==> src/rtl/ob_fifo_control_pkg.sv <==
// -----------------------------------------------------------------------------
// ob_fifo_control_pkg
// Shared definitions for the output-buffer / bias-buffer FIFO controllers:
//   - clogb2         : ceil(log2(value)) for sizing counters and pointers
//   - buffer_num_calc: number of DATA_LEN-wide banks read in parallel
//   - SKID_*         : depth and field widths of the return-data skid FIFO
//   - xfer_state_t   : transfer FSM encoding (IDLE / RUN / DRAIN)
// -----------------------------------------------------------------------------
package ob_fifo_control_pkg;

    // ceil(log2(value)); returns 0 for value <= 1.
    function automatic int clogb2(input int value);
        int result;
        int rem;
        result = 0;
        rem    = value - 1;
        while (rem > 0) begin
            result = result + 1;
            rem    = rem >> 1;
        end
        return result;
    endfunction

    // A PE column produces one byte per word, so a word is 8*X_PE bits wide,
    // spread over as many DATA_LEN-wide banks as it takes.
    function automatic int buffer_num_calc(input int x_pe, input int data_len);
        return (8 * x_pe) / data_len;
    endfunction

    // Two entries cover the worst case: one word already parked plus one read
    // still in flight from the BRAM when the DDR FIFO stalls.
    localparam int SKID_DEPTH = 2;
    localparam int SKID_PTR_W = clogb2(SKID_DEPTH);
    localparam int SKID_CNT_W = clogb2(SKID_DEPTH + 1);

    typedef enum logic [1:0] {
        ST_IDLE  = 2'd0,
        ST_RUN   = 2'd1,
        ST_DRAIN = 2'd2
    } xfer_state_t;

endpackage

==> src/rtl/ob_skid_fifo.sv <==
// -----------------------------------------------------------------------------
// ob_skid_fifo
// Small SKID_DEPTH-entry FIFO that parks BRAM return data while the DDR write
// FIFO is full. Simultaneous push and pop are allowed. The head entry is shown
// combinationally so the controller can write it out in the same cycle.
// Ports:
//   clk, srst  : clock, synchronous active-high reset (empties the FIFO)
//   push       : store push_data
//   push_data  : word to store
//   pop        : discard the head entry
//   head       : oldest stored word (valid when count != 0)
//   count      : number of stored words
// -----------------------------------------------------------------------------
module ob_skid_fifo
    import ob_fifo_control_pkg::*;
#(
    parameter int WIDTH = 128
) (
    input  logic                  clk,
    input  logic                  srst,
    input  logic                  push,
    input  logic [WIDTH-1:0]      push_data,
    input  logic                  pop,
    output logic [WIDTH-1:0]      head,
    output logic [SKID_CNT_W-1:0] count
);

    logic [WIDTH-1:0]      mem_reg [SKID_DEPTH];
    logic [SKID_PTR_W-1:0] wr_ptr_reg;
    logic [SKID_PTR_W-1:0] rd_ptr_reg;
    logic [SKID_CNT_W-1:0] count_reg;

    // Storage carries no reset; only the pointers and the count define what
    // is valid.
    genvar gi;
    generate
        for (gi = 0; gi < SKID_DEPTH; gi++) begin : g_entry
            always_ff @(posedge clk) begin
                if (push && (wr_ptr_reg == SKID_PTR_W'(gi))) begin
                    mem_reg[gi] <= push_data;
                end
            end
        end
    endgenerate

    always_ff @(posedge clk) begin
        if (srst) begin
            wr_ptr_reg <= '0;
            rd_ptr_reg <= '0;
            count_reg  <= '0;
        end else begin
            if (push) begin
                wr_ptr_reg <= wr_ptr_reg + SKID_PTR_W'(1);
            end
            if (pop) begin
                rd_ptr_reg <= rd_ptr_reg + SKID_PTR_W'(1);
            end
            case ({push, pop})
                2'b10:   count_reg <= count_reg + SKID_CNT_W'(1);
                2'b01:   count_reg <= count_reg - SKID_CNT_W'(1);
                default: count_reg <= count_reg;
            endcase
        end
    end

    assign head  = mem_reg[rd_ptr_reg];
    assign count = count_reg;

endmodule

==> src/rtl/ob_fifo_control.sv <==
// -----------------------------------------------------------------------------
// ob_fifo_control
// Streams word_num words from the on-chip output buffer (BRAM, 1-cycle read
// latency) into the DDR write FIFO, and issues the matching DDR write-burst
// configuration (start address, byte length). One transfer per conf pulse.
// Ports:
//   clk, rst         : clock, synchronous active-high reset (aborts a transfer)
//   conf             : start pulse, honoured only while idle
//   word_num         : number of words (buffer addresses) to move
//   ddr_byte         : DDR burst length in bytes
//   ddr_st_addr      : DDR destination start address
//   ob_st_addr       : output-buffer start address
//   ddr_st_addr_out  : latched DDR start address
//   ddr_len          : latched DDR byte length
//   ddr_conf         : one-cycle burst-config pulse (cycle after conf)
//   ob_addr, ob_en   : buffer read address / enable (all banks)
//   ob_data          : buffer read data, valid one cycle after ob_en
//   ddr_fifo_full    : DDR write FIFO full
//   ddr_fifo_wr      : DDR write FIFO strobe
//   ddr_fifo_data    : DDR write FIFO data
//   idle             : no transfer in progress
//   done             : one-cycle completion pulse
// -----------------------------------------------------------------------------
module ob_fifo_control
    import ob_fifo_control_pkg::*;
#(
    parameter int X_PE         = 16,
    parameter int DDR_ADDR_LEN = 32,
    parameter int ADDR_LEN     = 16,
    parameter int DATA_LEN     = 64,
    parameter int SINGLE_LEN   = 24,
    parameter int BUFFER_NUM   = buffer_num_calc(X_PE, DATA_LEN)
) (
    input  logic                           clk,
    input  logic                           rst,
    input  logic                           conf,
    input  logic [SINGLE_LEN-1:0]          word_num,
    input  logic [SINGLE_LEN-1:0]          ddr_byte,
    input  logic [DDR_ADDR_LEN-1:0]        ddr_st_addr,
    input  logic [ADDR_LEN-1:0]            ob_st_addr,
    output logic [DDR_ADDR_LEN-1:0]        ddr_st_addr_out,
    output logic [SINGLE_LEN-1:0]          ddr_len,
    output logic                           ddr_conf,
    output logic [ADDR_LEN-1:0]            ob_addr,
    output logic                           ob_en,
    input  logic [DATA_LEN*BUFFER_NUM-1:0] ob_data,
    input  logic                           ddr_fifo_full,
    output logic                           ddr_fifo_wr,
    output logic [DATA_LEN*BUFFER_NUM-1:0] ddr_fifo_data,
    output logic                           idle,
    output logic                           done
);

    localparam int BUS_W = DATA_LEN * BUFFER_NUM;

    xfer_state_t             state_reg, state_next;
    logic [SINGLE_LEN-1:0]   word_num_reg;
    logic [SINGLE_LEN-1:0]   reads_reg;
    logic [SINGLE_LEN-1:0]   writes_reg;
    logic [ADDR_LEN-1:0]     ob_addr_reg;
    logic [DDR_ADDR_LEN-1:0] ddr_addr_reg;
    logic [SINGLE_LEN-1:0]   ddr_len_reg;
    logic                    ddr_conf_reg;
    logic                    in_flight_reg;
    logic                    zero_done_reg;

    logic                    start;
    logic                    zero_start;
    logic                    finish;
    logic                    credit_ok;
    logic                    rd_issue;
    logic                    wr_fire;
    logic                    skid_empty;
    logic                    skid_push;
    logic                    skid_pop;
    logic [BUS_W-1:0]        skid_head;
    logic [SKID_CNT_W-1:0]   skid_count;
    logic [SKID_CNT_W:0]     outstanding;

    // Words owed to the DDR side: parked in the skid buffer plus the one read
    // whose data appears on ob_data this cycle. Keeping this below the skid
    // depth means a stalled DDR FIFO can never overflow the skid buffer.
    assign outstanding = {1'b0, skid_count} + (SKID_CNT_W + 1)'(in_flight_reg);
    assign credit_ok   = outstanding < (SKID_CNT_W + 1)'(SKID_DEPTH);

    assign rd_issue = ~rst && (state_reg == ST_RUN)
                      && (reads_reg != word_num_reg) && credit_ok;

    // Returning data bypasses the skid storage when nothing is parked, which
    // gives the one-cycle read-to-write path; the skid buffer only fills when
    // the DDR FIFO pushes back.
    assign skid_empty = (skid_count == '0);
    assign wr_fire    = ~rst && (~skid_empty || in_flight_reg) && ~ddr_fifo_full;
    assign skid_pop   = wr_fire && ~skid_empty;
    assign skid_push  = in_flight_reg && ~(skid_empty && wr_fire);

    always_comb begin
        ddr_fifo_data = '0;
        if (!skid_empty) begin
            ddr_fifo_data = skid_head;
        end else if (in_flight_reg) begin
            ddr_fifo_data = ob_data;
        end
    end

    always_comb begin
        state_next = state_reg;
        start      = 1'b0;
        zero_start = 1'b0;
        finish     = 1'b0;
        case (state_reg)
            ST_RUN: begin
                if (rd_issue && (reads_reg == word_num_reg - SINGLE_LEN'(1))) begin
                    state_next = ST_DRAIN;
                end
            end
            ST_DRAIN: begin
                if (writes_reg == word_num_reg) begin
                    finish     = 1'b1;
                    state_next = ST_IDLE;
                end
            end
            default: begin
                state_next = state_reg;
            end
        endcase
        // The finishing cycle already reports idle, so a conf arriving there
        // is accepted exactly as it would be in IDLE.
        if (conf && ((state_reg == ST_IDLE) || finish)) begin
            if (word_num != '0) begin
                start      = 1'b1;
                state_next = ST_RUN;
            end else begin
                zero_start = 1'b1;
            end
        end
    end

    always_ff @(posedge clk) begin
        if (rst) begin
            state_reg     <= ST_IDLE;
            word_num_reg  <= '0;
            reads_reg     <= '0;
            writes_reg    <= '0;
            ob_addr_reg   <= '0;
            ddr_addr_reg  <= '0;
            ddr_len_reg   <= '0;
            ddr_conf_reg  <= 1'b0;
            in_flight_reg <= 1'b0;
            zero_done_reg <= 1'b0;
        end else begin
            state_reg     <= state_next;
            ddr_conf_reg  <= start;
            in_flight_reg <= rd_issue;
            zero_done_reg <= zero_start;
            if (start) begin
                word_num_reg <= word_num;
                ob_addr_reg  <= ob_st_addr;
                ddr_addr_reg <= ddr_st_addr;
                ddr_len_reg  <= ddr_byte;
                reads_reg    <= '0;
                writes_reg   <= '0;
            end else begin
                // ob_addr wraps naturally at 2^ADDR_LEN.
                if (rd_issue) begin
                    ob_addr_reg <= ob_addr_reg + ADDR_LEN'(1);
                    reads_reg   <= reads_reg + SINGLE_LEN'(1);
                end
                if (wr_fire) begin
                    writes_reg <= writes_reg + SINGLE_LEN'(1);
                end
            end
        end
    end

    ob_skid_fifo #(
        .WIDTH (BUS_W)
    ) u_skid (
        .clk       (clk),
        .srst      (rst),
        .push      (skid_push),
        .push_data (ob_data),
        .pop       (skid_pop),
        .head      (skid_head),
        .count     (skid_count)
    );

    assign ddr_st_addr_out = ddr_addr_reg;
    assign ddr_len         = ddr_len_reg;
    assign ddr_conf        = ddr_conf_reg;
    assign ob_addr         = ob_addr_reg;
    assign ob_en           = rd_issue;
    assign ddr_fifo_wr     = wr_fire;
    assign idle            = (state_reg == ST_IDLE) || finish;
    assign done            = ~rst && (finish || zero_done_reg);

endmodule

==> config.mk <==
export PLATFORM = sky130hd
export DESIGN_NAME = ob_fifo_control
export DESIGN_NICKNAME = d
export VERILOG_FILES = /design/src/rtl/ob_fifo_control_pkg.sv /design/src/rtl/ob_skid_fifo.sv /design/src/rtl/ob_fifo_control.sv
export SDC_FILE = /design/constraint.sdc
export NUM_CORES = 1
export LEC_CHECK = 0
export ABC_AREA = 1
export CAP_MARGIN = 20
export CORE_MARGIN = 10
export CORE_UTILIZATION = 35
export DETAILED_ROUTE_END_ITERATION = 6
export PLACE_DENSITY_LB_ADDON = 0.12
export SLEW_MARGIN = 20
export SYNTH_ARGS = -nofsm -noshare
export SYNTH_HDL_FRONTEND = slang
export SYNTH_SLANG_ARGS = --single-unit
==> constraint.sdc <==
create_clock -name clk -period 9.5 [get_ports clk]
set_input_delay 1.9 -clock clk [delete_from_list [all_inputs] [get_ports clk]]
set_output_delay 1.9 -clock clk [all_outputs]
set_load 0.005 [all_outputs]
==> reports/results.ini, run 1 <==
[routing]
dr.pass1.iters=5
wl_met1_um=27500
wl_met3_um=4140
drt-initial-drc-count=1046
ant_nets=0
wl_um=62100
drc=0
routed_via_density=4.96
avgRoutedWirePerCell_um=19.5
top_layer=met4
vias=15800
routed-wl-met2_um=29300

[clocking]
cts-buffers-inserted=47
cts_tree=done
htree_levels=2
clk_pin_slew_ns=0.06
clock_tree.root_cell=clkbuf_16
hold_buffers=0
clk_latency_ns=0.58
clock_path_buffers=3
cts_sinks=410
postCtsSetupBuffers=0
postCtsResizedCells=0

[worst_hold_path]
hold_depth=2
hold_path.class=reg -> reg

[logic_synthesis]
syn_nets=2321
synth_edf_count=256
seq_area_frac_synth=0.578
synth_area_per_cell_um2=8.94
synth_top_cell_area_share=0.413
synthesis.area_um2=18600
syn_inst=2085
synthArstFlopShare=0
synth.area.top_cells=edfxtp_1 (41%), dfxtp_1 (17%), nand2_1 (9.8%), o21ai_0 (7.2%), nor2_1 (5.3%)
ys.flop_type=edfxtp_1
ys_warn_count=0
synth.distinct_cells=40
yosys.area.top_type=edfxtp_1
yosys_register_bits=410

[layout]
layout_common_cells=nand2_1 (488), clkdlybuf4s50_1 (432), o21ai_0 (267)
synthToLayoutAreaGrowth_pct=33.1
fin_util=0.471
seq_area_um2=10800
drive_gt1_frac=0.0421
nets=2697
final_common_cell=nand2_1
multiInputGateArea_um2=6910
largest_reg_flops=256
nFillCells=5031

[placement]
io_buffers=432
hpwl_um=41900
place_congestion=0.867

[timing]
fin_crit_sh=0.709
finalSetupViolCount=0
rsz0062_at_grt=false
tns_ns=0
finalHoldViolCount=0
fmax_mhz=148
skew_ns=0.0168
max_slew_margin=0.275
layout_min_cycle_time_ns=6.74
final_max_slew_viol_count=0
tightest_slew_ns=1.09

[global_routing]
antenna_found_initial=4
grt_pass1_vias=15300
grt-ovfl-total=0
grt_use_total=0.188
grt_first_pass_wirelength_um=94200
grt_max_degree=83

[setup_path]
max_stage_delay_ns=0.90
end_kind=output port
reg2reg_depth=9
path_class=in -> out
crit_arrival_ns=4.84
crit_buf_inv=3
cp.required_ns=7.60
start_kind=primary input
cp_common_cell=clkdlybuf4s50_1
cp_max_fo=31
crit_family=buffers and inverters
crit_chain=clkdlybuf4s50_1 -> a2111oi_1 -> nand2_1 -> inv_2 -> clkdlybuf4s50_1
cp_slowest_cell=clkdlybuf4s50_1
crit_cells=5

[floorplanning]
core-area_um2=52700
dieHeight_um=251
fp.dieW_um=251
dieArea_um2=62900
rows=84
io_pins=433
initial_core_util=0.354

[power_and_ir_drop]
power.density_nw_per_um2=176
leakage_uw=0.00905
ir_worst_vdd_mv=0.110

[run_status]
status=completed

[job]
max_cap_viol_count=0

[cell usage after synthesis, types with 2 or more instances]
| cell type | n |
|---|---|
| a21oi_1 | 40 |
| and2_1 | 2 |
| buf_2 | 28 |
| buf_4 | 8 |
| buf_6 | 8 |
| clkbuf_1 | 71 |
| clkbuf_2 | 4 |
| dfxtp_1 | 154 |
| edfxtp_1 | 256 |
| ha_1 | 8 |
| inv_1 | 100 |
| inv_2 | 4 |
| nand2_1 | 488 |
| nand2_2 | 2 |
| nand3_1 | 187 |
| nand3_2 | 3 |
| nand3b_1 | 3 |
| nand4_1 | 39 |
| nor2_1 | 261 |
| nor2_2 | 4 |
| nor3_1 | 22 |
| nor3_2 | 2 |
| nor3b_1 | 3 |
| nor4_1 | 8 |
| o21ai_0 | 267 |
| o21ai_1 | 10 |
| or2_2 | 3 |
| xnor2_1 | 41 |
| xor2_1 | 48 |
[report_power, final]
part	internal (µW)	switching, µW	total [µW]
Clock	970	714	1680
Combinational	313	355	669
Sequential	1960	46.3	2010
Total	3240	1120	4360
[cells by family (layout without fill, tap and decap cells)]
| logic type | Yosys count | count (layout) | synth area share |
|---|---|---|---|
| AOI/OAI and AO/OA | 321 | 321 | 0.0869 |
| xor gates and xnor gates | 89 | 89 | 0.0418 |
| and+or+nand+nor | 1032 | 1032 | 0.236 |
| DFF | 410 | 410 | 0.578 |
| other | 0 | 4 | 0 |
| buffers and inverters | 225 | 634 | 0.0524 |
| adders and majority gates | 8 | 8 | 0.00537 |
[worst paths after layout]
path	from	slack, ns	endpoint
worst min register to register	ddr_st_addr_out[0]	0.44	ddr_st_addr_out[0]
worst max register to register	u_skid.count[1]	5.75	u_skid.mem_reg[0][57]
worst max-delay path	rst	2.76	ob_en
worst min-delay path	ddr_st_addr_out[0]	0.44	ddr_st_addr_out[0]
[metrics by stage]
| step | setup slack [ns] | area (µm²) | power (µW) | std cells | hold WS (ns) |
|---|---|---|---|---|---|
| after floorplan | 0.905 | 18600 | 2330 | 2085 | 0.442 |
| after global placement | 2.83 | 23400 | 2710 | 3100 | 0.428 |
| after detailed placement | 2.77 | 23400 | 2720 | 3100 | 0.434 |
| after CTS | 2.76 | 24800 | 4420 | 3182 | 0.447 |
| after global routing | 2.56 | 24800 | 4560 | 3185 | 0.463 |
| final | 2.76 | 24800 | 4360 | 3186 | 0.443 |
[tightest hold or removal path, stage by stage (launching register included)]
cell	delay, ns
dfxtp_1	0.32
nand2_1	0.05
nand2_1	0.04
[routing by layer]
layer  global-route usage  vias up
met5                    0        -
met4               0.0484        0
met3               0.0438       63
met2                0.301      433
met1                0.253     7530
li1                     -     7782
[final cells by class]
class | instances | share of cell area
tap | 688 | 0.0347
clock inverter | 13 | 0.00328
clock buffer | 69 | 0.0538
inverter | 105 | 0.0160
timing repair buffer | 447 | 0.179
antenna | 4 | 0.000403
sequential | 410 | 0.434
multi-input combinational | 1450 | 0.279
No activity file was read; power rests on OpenSTA's default activity.
==> run 2, diff against run 1 <==
Clock period 9.5 ns to 7.1 ns, I/O delays scaled along.
==> run 2 against run 1 <==
  * Routed wire length is 0.91% lower
  * Critical path depth stayed put
  * First-iteration DRC count is 17% higher
  * Design area is 0.20% higher
  * Register-to-register slack worse by 2.5 ns
  * Global-route usage is 0.26 points lower
  * Count of clock-buffer cells in the layout is 2 higher
  * Critical endpoint is now ddr_fifo_data[77]
  * Largest power group unchanged
  * Highest routed layer is now met5
==> reports/results.ini, run 2 (synthesis results as in run 1) <==
[routing]
vias=15800  ; +0.22%
drt-initial-drc-count=1229  ; +17%
routed_via_density=4.98  ; +0.31%
wl_um=61500  ; -0.91%
ant_nets=0  ; unchanged
drc=0  ; unchanged
dr.pass1.iters=5  ; unchanged
avgRoutedWirePerCell_um=19.3  ; -0.81%

[setup_path]
crit_chain=clkinv_2 -> buf_4 -> o21ai_0 -> o21ai_0 -> clkdlybuf4s50_1
reg2reg_depth=16  ; +7
r2r_start=word_num_reg[7]
cp_common_cell=o21ai_0
start_kind=flip-flop
cp_slowest_cell=clkinv_2
crit_cells=5  ; unchanged
max_stage_delay_ns=0.93  ; +0.03 ns
cp.required_ns=5.68  ; -1.92 ns
crit_arrival_ns=3.81  ; -1.03 ns
end_kind=output port
path_class=reg -> out
crit_family=buffers and inverters
cp_max_fo=58  ; +87%
crit_buf_inv=3  ; unchanged

[layout]
final_cells=3183  ; -0.094%
synthToLayoutAreaGrowth_pct=33.4
drive_gt1_frac=0.0417  ; -0.000367
layout_common_cells=nand2_1 (488), clkdlybuf4s50_1 (432), o21ai_0 (267)
fin_util=0.472  ; +0.000927
fin_area_um2=24900  ; +0.20%
largest_reg_flops=256  ; unchanged
final_common_cell=nand2_1
nets=2696  ; -0.037%

[timing]
tightest_slew_ns=1.03  ; -0.0613 ns
rsz0062_at_grt=false
fin_crit_sh=0.736
tns_ns=0  ; unchanged
layout_min_cycle_time_ns=5.23
skew_ns=0.0153  ; -0.00156 ns
finalSetupViolCount=0  ; unchanged
fmax_mhz=191
hold_slack_ns=0.447  ; +0.00411 ns
finalHoldViolCount=0  ; unchanged
max_slew_margin=0.316  ; +0.0409
final_max_slew_viol_count=0  ; unchanged

[global_routing]
grt-ovfl-total=0  ; unchanged
grt_first_pass_wirelength_um=92800  ; -1.5%
grt_pass1_vias=15000  ; -2.1%
antenna_found_initial=5  ; +1
grt_use_total=0.186  ; -0.00258
grt_max_degree=129  ; +55%

[power_and_ir_drop]
power.density_nw_per_um2=234  ; +33%
switching_share=0.250  ; -0.00608
p_switching_uw=1460  ; +31%
clkPwrFrac=0.387  ; about the same
intPower_uw=4370  ; +35%
power_frac_comb=0.152  ; about the same
ir_worst_vdd_mv=0.162  ; +47%
leakage_uw=0.00908  ; +0.27%
pwr-share-seq=0.461  ; about the same

[clocking]
cts-buffers-inserted=45  ; -4.3%
htree_levels=2  ; unchanged
clk_latency_ns=0.57  ; about the same
cts_sinks=410  ; unchanged
hold_buffers=0  ; unchanged
clock_tree.root_cell=clkbuf_16
clock_path_buffers=3  ; unchanged
postCtsResizedCells=0  ; unchanged
cts_tree=done
clk_pin_slew_ns=0.06  ; about the same
postCtsSetupBuffers=0  ; unchanged

[placement]
dp_cells=3100  ; unchanged
hpwl_um=41700  ; -0.32%
place_area_um2=23400  ; +0.16%
place_congestion=0.852  ; -1.8%
io_buffers=432  ; unchanged

[floorplanning]
rows=84  ; unchanged
io_pins=433  ; unchanged
core-area_um2=52700  ; unchanged
initial_core_util=0.354  ; unchanged
dieHeight_um=251  ; unchanged
fp.dieW_um=251  ; unchanged
dieArea_um2=62900  ; unchanged

[worst_hold_path]
hold_depth=2  ; unchanged
hold_path.class=reg -> reg
min_from=ddr_st_addr_out[14]

[job]
max_cap_viol_count=0  ; unchanged

[run_status]
status=completed

[run 2: cell count changes in the layout (fill, tap and decap cells not counted)]
cell,delta
clkbuf_16,-2
buf_4,-3
clkbuf_8,+5
clkbuf_2,+1
clkbuf_4,-1
clkinv_8,-1
diode_2,-1
bufinv_16,+1
clkinvlp_4,-3
clkinv_2,-2
clkbuf_1,-1
buf_12,+4
[run 2: path summary, 6_finish.rpt]
check                        endpoint  slack [ns]
setup / recovery    ddr_fifo_data[77]        1.87
hold / removal    ddr_st_addr_out[14]        0.45
setup reg to reg   ddr_st_addr_out[0]        3.23
hold reg to reg   ddr_st_addr_out[14]        0.45
[run 2: final cells by class]
type	instances	area, µm²
Tap cell	688	861
Clock inverter	8	62.6
Multi-Input combinational cell	1450	6910
Timing Repair Buffer	448	4490
Sequential cell	410	10800
Antenna cell	3	7.51
Clock buffer	71	1350
Inverter	105	397
Fill cell	4984	27800
[run 2: power groups by stage]
stage,sequential (µW),combinational (µW),clock [µW]
finish,2690,888,2250
CTS,2690,902,2320
global placement,2730,889,0
global route,2700,981,2410
floorplan,2720,396,0
detailed placement,2740,898,0
[run 2: worst register-to-register path, stage by stage, from the launching register on]
cell	delay (ns)
dfxtp_1	0.37
inv_1	0.18
nand2_1	0.08
nand2_1	0.08
nand2_1	0.06
nor2_1	0.10
nand2_1	0.08
nor2_2	0.23
nand3_2	0.14
nand2_4	0.21
nand3_4	0.35
nand2_2	0.15
buf_4	0.54
inv_2	0.62
buf_4	0.44
nand2_1	0.07
nand2_1	0.05
[run 2: per-stage QoR]
stage | total power, µW | worst slack, ns
6_report | 5830 | 1.87
5_1_grt | 6090 | 1.55
4_1_cts | 5910 | 1.83
3_5_place_dp | 3630 | 1.75
3_3_place_gp | 3620 | 1.74
2_1_floorplan | 3110 | 1.15
[run 2: metal layers]
layer / vias up / routed length [µm] / track usage / part of all wire
met2: 417 / 30500 / 0.316 / 0.50
met4: 6 / 989 / 0.0404 / 0.016
met1: 7576 / 26000 / 0.235 / 0.42
met3: 66 / 3990 / 0.0449 / 0.065
li1: 7777 / - / - / -
met5: - / 41 / 0 / 0.00067
==> run 3, diff against run 2 <==
Clock period 7.1 ns to 4.9 ns, I/O delays scaled along.
==> run 3 against run 2 <==
  * First-iteration DRC count is 18% lower
  * Die area unchanged
  * Routed wire length increased by 0.62%
  * Via count up 0.21%
  * Critical path type unchanged
  * Critical path depth up 1
  * Clock skew is 0.0031 ns higher
  * Highest routed layer unchanged
  * Total power increased by 47%
  * Combinational power up 46%
==> reports/results.ini, run 3 (synthesis results as in run 1) <==
[global_routing]
antenna_found_initial=3  ; -2
grt-ovfl-total=0  ; unchanged
grt_max_degree=83  ; -36%
grt_pass1_vias=15400  ; +2.3%
grt_first_pass_wirelength_um=94000  ; +1.3%
grt_use_total=0.188  ; +0.00203

[setup_path]
r2r_start=u_skid.count[0]
r2r-end=u_skid.mem_reg[1][54]
cp.required_ns=3.92  ; -1.76 ns
start_kind=flip-flop
path_class=reg -> out
ff2ff_setup_slack_ns=1.74  ; -1.49 ns
crit_arrival_ns=3.46  ; -0.35 ns
end_kind=output port
reg2reg_depth=9  ; -7
cp_max_fo=73  ; +26%

[run_status]
status=completed

[worst_hold_path]
hold_path.class=reg -> reg
hold_depth=2  ; unchanged
min_from=ddr_len[19]
worstHoldEndpoint=ddr_len[19]

[floorplanning]
rows=84  ; unchanged
initial_core_util=0.354  ; unchanged
fp.dieW_um=251  ; unchanged
core-area_um2=52700  ; unchanged
dieHeight_um=251  ; unchanged
dieArea_um2=62900  ; unchanged
io_pins=433  ; unchanged

[layout]
synthToLayoutAreaGrowth_pct=34.6
largest_reg_flops=256  ; unchanged
drive_gt1_frac=0.0478  ; +0.00608
layout_common_cells=nand2_1 (488), clkdlybuf4s50_1 (432), o21ai_0 (267)
final_common_cell=nand2_1
nets=2709  ; +0.48%

[routing]
wl_um=61900  ; +0.62%
drt-initial-drc-count=1005  ; -18%
dr.pass1.iters=6  ; +1
avgRoutedWirePerCell_um=19.3  ; +0.12%
vias=15900  ; +0.21%
ant_nets=0  ; unchanged
drc=0  ; unchanged
routed_via_density=4.96  ; -0.29%

[placement]
io_buffers=432  ; unchanged
hpwl_um=43200  ; +3.6%
place_congestion=0.875  ; +2.8%

[timing]
finalSetupViolCount=0  ; unchanged
layout_min_cycle_time_ns=4.44
tightest_slew_ns=1.06  ; +0.0370 ns
finalHoldViolCount=0  ; unchanged
max_slew_margin=0.291  ; -0.0247
fin_crit_sh=0.907
hold_slack_ns=0.443  ; -0.00430 ns
rsz0062_at_grt=false
fmax_mhz=225
final_max_slew_viol_count=0  ; unchanged
tns_ns=0  ; unchanged
skew_ns=0.0184  ; +0.00309 ns

[power_and_ir_drop]
finalPower_uw=8560  ; +47%
p_switching_uw=2180  ; +49%
switching_share=0.254  ; +0.00436
intPower_uw=6390  ; +46%
pwr-share-seq=0.455  ; -0.006
power_frac_comb=0.152  ; about the same
clkPwrFrac=0.393  ; +0.006
leakage_uw=0.00919  ; +1.2%
ir_worst_vdd_mv=0.236  ; +46%
power.density_nw_per_um2=341  ; +46%

[clocking]
clock_path_buffers=3  ; unchanged
htree_levels=2  ; unchanged
clk_latency_ns=0.59  ; +0.02 ns
postCtsSetupBuffers=0  ; unchanged
cts_sinks=410  ; unchanged
cts-buffers-inserted=47  ; +4.4%
clock_tree.root_cell=clkbuf_16
cts_tree=done
hold_buffers=0  ; unchanged
postCtsResizedCells=0  ; unchanged
clk_pin_slew_ns=0.06  ; about the same

[job]
max_cap_viol_count=0  ; unchanged

## run 3: cell types whose count changed in the layout (fill, tap and decap cells not counted), moves of 2 or more
cell / before / now
buf_12: 4 / 11
buf_4: 12 / 16
clkbuf_1: 15 / 11
clkbuf_16: 47 / 50
clkbuf_8: 8 / 0
clkinv_1: 5 / 11
clkinv_2: 3 / 8
clkinvlp_4: 0 / 3
diode_2: 3 / 1
## run 3: layer usage
layer	vias up	share of wire	global-route usage
li1	7807	-	-
met1	7583	0.42	0.235
met2	398	0.50	0.320
met3	83	0.063	0.0437
met4	4	0.020	0.0466
met5	-	0.00037	0
## run 3: how the worst max path moves through the flow
stage / start / to / cells past startpoint
6_report: u_skid.count[0] / ddr_fifo_data[121] / 6
5_1_grt: u_skid.count[0] / ddr_fifo_data[121] / 6
4_1_cts: u_skid.count[0] / ddr_fifo_data[121] / 6
3_5_place_dp: word_num[8] / state_reg[1] / 11
3_3_place_gp: word_num[8] / state_reg[1] / 11
2_1_floorplan: rst / u_skid.mem_reg[1][0] / 7
## run 3: per-stage QoR
stage	util	setup WS (ns)	std cells	cell area (µm²)
3_3_place_gp	0.448	0.765	3111	23600
5_1_grt	0.476	0.244	3198	25100
2_1_floorplan	-	-0.609	2085	18600
4_1_cts	0.476	0.402	3197	25100
6_report	0.476	0.456	3199	25100
3_5_place_dp	0.448	0.787	3111	23600
## run 3: cell type report
cell class | count | area, µm²
clock inverters | 25 | 184
multi-input cells | 1450 | 6910
well taps | 688 | 861
repair buffers | 459 | 4660
diodes | 1 | 2.50
inverters | 105 | 395
clock buffers | 61 | 1290
flip-flops and latches | 410 | 10800
fillers | 4952 | 27600
## run 3: power by group through the flow
stage / sequential (µW) / clock (µW) / combinational (µW)
detailed placement: 3970 / 0 / 1320
global route: 3910 / 3600 / 1440
floorplan: 3940 / 0 / 573
CTS: 3890 / 3470 / 1320
global placement: 3960 / 0 / 1310
finish: 3890 / 3370 / 1300
## run 3: critical path, cell delays in order, from the launching register on
cell and delay [ns]:
dfxtp_1 0.37, nor2_4 0.11, buf_4 0.63, buf_4 0.70, nand3_1 0.14, o21ai_0 0.19, clkdlybuf4s50_1 0.59
